==> config.mk <==
export PLATFORM = sky130hd
export DESIGN_NAME = rom_word_fetch
export DESIGN_NICKNAME = d
export VERILOG_FILES = /design/src/rtl/mips86_fetch_pkg.sv /design/src/rtl/rom_word_fetch.sv
export SDC_FILE = /design/constraint.sdc
export NUM_CORES = 1
export LEC_CHECK = 0
export BUFFER_PORTS_ARGS = -buffer_cell sky130_fd_sc_hd__buf_2
export CAP_MARGIN = 20
export CORE_ASPECT_RATIO = 1.75
export CORE_MARGIN = 2
export CORE_UTILIZATION = 54
export DETAILED_ROUTE_END_ITERATION = 7
export PLACE_DENSITY = 0.8
export SETUP_SLACK_MARGIN = 0.5
export SLEW_MARGIN = 15
export SYNTH_ARGS = -nofsm -noshare
export SYNTH_HDL_FRONTEND = slang
export SYNTH_SLANG_ARGS = --single-unit
==> constraint.sdc <==
create_clock -name clk -period 4.51 [get_ports clk]
set_input_delay 0.2255 -clock clk [delete_from_list [all_inputs] [get_ports clk]]
set_output_delay 0.2255 -clock clk [all_outputs]
set_load 0.02 [all_outputs]
==> src/rtl/mips86_fetch_pkg.sv <==
// Shared types and constants for the MIPS86 instruction fetch path.
package mips86_fetch_pkg;

    typedef enum logic [2:0] {
        IDLE,
        ISSUE0,
        ISSUE1,
        CAPT,
        DONE
    } fetch_state_t;

    localparam int WORD_BYTES = 4;
    localparam int WORD_WIDTH = 32;

endpackage

==> src/rtl/rom_word_fetch.sv <==
// Fetches one big-endian 32-bit word from the dual-port byte ROM, two bytes per
// cycle, and presents it to decode over a valid/ready handshake.
module rom_word_fetch
    import mips86_fetch_pkg::*;
#(
    parameter int BUS_WIDTH    = 8,
    parameter int SELECT_WIDTH = 32,
    parameter int MEMORY_SIZE  = 128
) (
    input  logic                    clk,
    input  logic                    rst,
    input  logic                    req_valid,
    input  logic [SELECT_WIDTH-1:0] req_addr,
    output logic                    req_ready,
    output logic                    rsp_valid,
    input  logic                    rsp_ready,
    output logic [WORD_WIDTH-1:0]   rsp_data,
    output logic                    rsp_err,
    output logic [SELECT_WIDTH-1:0] rom_select,
    output logic [SELECT_WIDTH-1:0] rom_selectA,
    input  logic [BUS_WIDTH-1:0]    rom_data,
    input  logic [BUS_WIDTH-1:0]    rom_dataA
);

    // Lowest start address whose last byte falls outside the ROM; comparing
    // against this avoids adding to req_addr, so huge addresses cannot wrap.
    localparam logic [SELECT_WIDTH-1:0] FIRST_BAD =
        SELECT_WIDTH'(MEMORY_SIZE - WORD_BYTES + 1);

    fetch_state_t              state, state_nxt;
    logic [SELECT_WIDTH-1:0]   addr_q;
    logic                      err_q;
    logic                      vld_q;
    logic                      bad_req;

    assign bad_req   = (req_addr[1:0] != 2'b00) || (req_addr >= FIRST_BAD);
    assign req_ready = (state == IDLE) && !rst;
    assign rsp_valid = vld_q;
    assign rsp_err   = err_q;

    always_ff @(posedge clk or posedge rst) begin
        if (rst) state <= IDLE;
        else     state <= state_nxt;
    end

    always_comb begin
        state_nxt = state;
        case (state)
            IDLE:    if (req_valid) state_nxt = bad_req ? DONE : ISSUE0;
            ISSUE0:  state_nxt = ISSUE1;
            ISSUE1:  state_nxt = CAPT;
            CAPT:    state_nxt = DONE;
            DONE:    if (vld_q && rsp_ready) state_nxt = IDLE;
            default: state_nxt = IDLE;
        endcase
    end

    // Selects are set one state ahead so the ROM's registered read lines up
    // with the capture states.
    always_ff @(posedge clk or posedge rst) begin
        if (rst) begin
            addr_q      <= '0;
            err_q       <= 1'b0;
            vld_q       <= 1'b0;
            rsp_data    <= '0;
            rom_select  <= '0;
            rom_selectA <= '0;
        end else begin
            case (state)
                IDLE: begin
                    if (req_valid) begin
                        addr_q <= req_addr;
                        if (bad_req) begin
                            err_q    <= 1'b1;
                            rsp_data <= '0;
                        end else begin
                            rom_select  <= req_addr;
                            rom_selectA <= req_addr + SELECT_WIDTH'(1);
                        end
                    end
                end
                ISSUE0: begin
                    rom_select  <= addr_q + SELECT_WIDTH'(2);
                    rom_selectA <= addr_q + SELECT_WIDTH'(3);
                end
                ISSUE1: begin
                    rsp_data[31:24] <= rom_data;
                    rsp_data[23:16] <= rom_dataA;
                end
                CAPT: begin
                    rsp_data[15:8] <= rom_data;
                    rsp_data[7:0]  <= rom_dataA;
                    vld_q          <= 1'b1;
                end
                DONE: begin
                    // Error responses enter DONE with valid still low and raise it here.
                    if (!vld_q) begin
                        vld_q <= 1'b1;
                    end else if (rsp_ready) begin
                        vld_q <= 1'b0;
                        err_q <= 1'b0;
                    end
                end
                default: ;
            endcase
        end
    end

endmodule
==> impl_metrics.yaml <==
status:
  outcome: "finished clean"
logic_synthesis:
  avgSynthCellArea_um2: 11.6
  synth_ff_type: "dfrtp_1"
  netlist_area_mm2: 0.00637
  synth_warnings: 0
  yosys-top-cells-count: "133 x dfrtp_1, 49 x o2bb2ai_1, 45 x xor2_1, 41 x nand2_1, 36 x mux2_2"
  synth.distinct_cells: 42
  synth.most_common_cell: "dfrtp_1"
  synth-seq-cells: 133
  synth_top_area_share: 0.522
  synth-seq-area-share: 0.522
  ys_async_sr_fraction: 1.00
  syn_inst: 550
  synth_edf_count: 0
  synth_top_area_cell: "dfrtp_1"
  syn_nets: 608
  synth_area_leaders: "dfrtp_1 52%, o2bb2ai_1 6.7%, mux2_2 6.4%, xor2_1 6.2%, a22o_1 4.4%"
clock_tree:
  worstSkewPairLatency_ns: 0.42
  cts_buffers: 17
  clockRootBuffer: "clkbuf_16"
  cts_resized: 0
  clock_path_buffers: 2
  clk_pin_slew_ns: 0.06
  hold_buffers: 1
  cts.htree.levels: 4
  postCtsSetupRepairBufs: 0
  cts_sinks: 133
  cts_tree: "built"
critical_path:
  crit_type: "reg2reg"
  endpoint_kind: "register"
  critPathMaxFanout: 10
  crit_chain: "ha_1 -> inv_1 -> nor4_2 -> nand4_1 -> xor2_1 -> o2bb2ai_1"
  worstSetupStartpointType: "register"
  required_ns: 4.78
  max_stage_delay_ns: 0.98
  cp_slowest_cell: "nor4_2"
  crit_arrival_ns: 2.87
grt:
  grt_pass1_vias: 5407
  grt_pass1_wl_mm: 27.5
  antenna_found_initial: 2
  grt_max_degree: 75
  grt_overflow: 0
  grt_usage: 0.280
detailed_routing:
  vias: 5060
  detail_route.wl_per_cell_um: 20.5
  firstDrtPassIters: 6
  routed_wl_mm: 17.1
  ant_nets: 0
  remaining_drc_errors: 0
  drt_iter0_drc: 306
  via_per_inst: 6.05
timing:
  fmaxAchievable_ghz: 0.385
  hold_viol: 0
  fin_skew_ns: 0.00914
  rsz0062_at_grt: "false"
  finalSetupViolations: 0
  slew_violations: 0
  max_slew_margin: 0.235
  period_needed_ns: 2.60
  period_share: 0.576
  hold_ws_ns: 0.0494
  worst_pin_slew_ns: 1.14
  fin_setup_tns_ns: 0
cells_and_area:
  fill_cells: 824
  final_design_area_no_fill_mm2: 0.00776
  syn2layout_area_growth_pct: 21.8
  fin_util: 0.674
  final_cells: 837
  nNetsFinal: 745
  drive_above_1_share: 0.347
placement:
  portBuffers: 150
  place.gp.congestion: 0.930
  dpl_cell_area_mm2: 0.00714
  hpwl_mm: 12.0
  dp.cells: 802
floorplanning:
  core_mm2: 0.0115
  die_y_um: 148
  dieArea_mm2: 0.0127
  fp-row-count: 52
  ios: 151
  start_util: 0.553
  die_w_um: 86.1
power_and_ir_drop:
  p_per_area_mw_per_mm2: 510
  peakVddDrop_v: 0.000374
  power.leakage_nw: 3.38
hold_path:
  min_path_type: "in2reg"
run:
  cap_viol_max_count: 0
[path summary, 6_finish.rpt]
kind                                      from             end  slack [ns]  depth (start not counted)
worst min register to register  rom_select[25]  rom_select[25]        0.49                          1
max in group asynchronous                  rst  rom_select[19]        3.07                          4
worst max register to register       addr_q[2]  rom_select[29]        1.91                          6
worst max-delay path                 addr_q[2]  rom_select[29]        1.91                          6
min in group asynchronous                  rst    rsp_data[11]        0.44                          3
worst min-delay path              rom_dataA[3]    rsp_data[19]        0.05                          2
[cell usage in the layout (no fill, tap or decap), drive strengths merged, types with 2 or more instances in the layout]
| master | synthesis | layout |
|---|---|---|
| nor4 | 12 | 12 |
| clkinv | 0 | 6 |
| nor3 | 3 | 3 |
| ha | 6 | 6 |
| and4 | 3 | 3 |
| xnor2 | 21 | 21 |
| nor2 | 24 | 24 |
| o21ai | 18 | 18 |
| and2 | 2 | 2 |
| o2bb2ai | 49 | 49 |
| a31oi | 2 | 2 |
| mux2i | 4 | 4 |
| diode | 0 | 2 |
| nand2 | 41 | 41 |
| mux2 | 42 | 42 |
| or2 | 2 | 2 |
| nand4 | 17 | 17 |
| a22o | 32 | 32 |
| xor2 | 45 | 45 |
| nand3b | 2 | 2 |
| bufinv | 0 | 2 |
| and3 | 4 | 4 |
| buf | 19 | 157 |
| nand3 | 28 | 28 |
| inv | 11 | 17 |
| clkbuf | 21 | 17 |
| dfrtp | 133 | 133 |
[state kept, by name (all words and copies together) (netlist names)]
| register | flops |
|---|---|
| state | 3 |
| addr_q | 32 |
| rsp_err | 1 |
| rsp_data | 32 |
| rsp_valid | 1 |
| rom_selectA | 32 |
| rom_select | 32 |
[critical path: cells and delay by family, from the launching register on]
family | cells | cell delay, ns
XOR/XNOR | 1 | 0.23
buffers and inverters | 1 | 0.08
adder cells (fa/ha/maj) | 1 | 0.34
AND/OR/NAND/NOR | 2 | 1.22
AO/OA/AOI/OAI | 1 | 0.10
flip-flops | 1 | 0.48
[logic make-up after synthesis]
group	Yosys count	share of synthesized area
simple gates	140	0.115
flops	133	0.522
compound gates	108	0.136
xor+xnor	66	0.0907
buf+inv	51	0.0397
mux	46	0.0841
fa+ha+maj	6	0.0118
[final cells by class]
| type | instances | area (um^2) | area share |
|---|---|---|---|
| tap | 135 | 169 | 0.0218 |
| sequential | 133 | 3330 | 0.429 |
| clock buffer | 17 | 425 | 0.0548 |
| inverter | 11 | 43.8 | 0.00564 |
| antenna | 2 | 5.00 | 0.000645 |
| clock inverter | 15 | 171 | 0.0221 |
| timing repair buffer | 158 | 813 | 0.105 |
| multi-input combinational | 366 | 2810 | 0.361 |
[report_power, final]
group / total, mW / leakage [nW] / internal [mW] / switching [mW]
Clock: 1.40 / 0.291 / 0.829 / 0.567
Combinational: 0.894 / 1.60 / 0.391 / 0.504
Sequential: 1.67 / 1.49 / 1.36 / 0.308
Total: 3.96 / 3.38 / 2.58 / 1.38
[through the flow]
step	worst slack, ns	total power [mW]
2_1_floorplan	0.730	2.28
3_3_place_gp	1.82	2.50
3_5_place_dp	1.81	2.53
4_1_cts	1.96	3.94
5_1_grt	1.76	4.12
6_report	1.91	3.96
[routing by layer]
metal | share of wire | track usage | routed length, um | up-vias
li1 | - | - | - | 2270
met1 | 0.36 | 0.315 | 6110 | 2516
met2 | 0.54 | 0.478 | 9270 | 202
met3 | 0.046 | 0.0547 | 784 | 72
met4 | 0.056 | 0.179 | 959 | 0
met5 | 0 | 0 | 0 | -
Power figures use the tool's default switching activity.
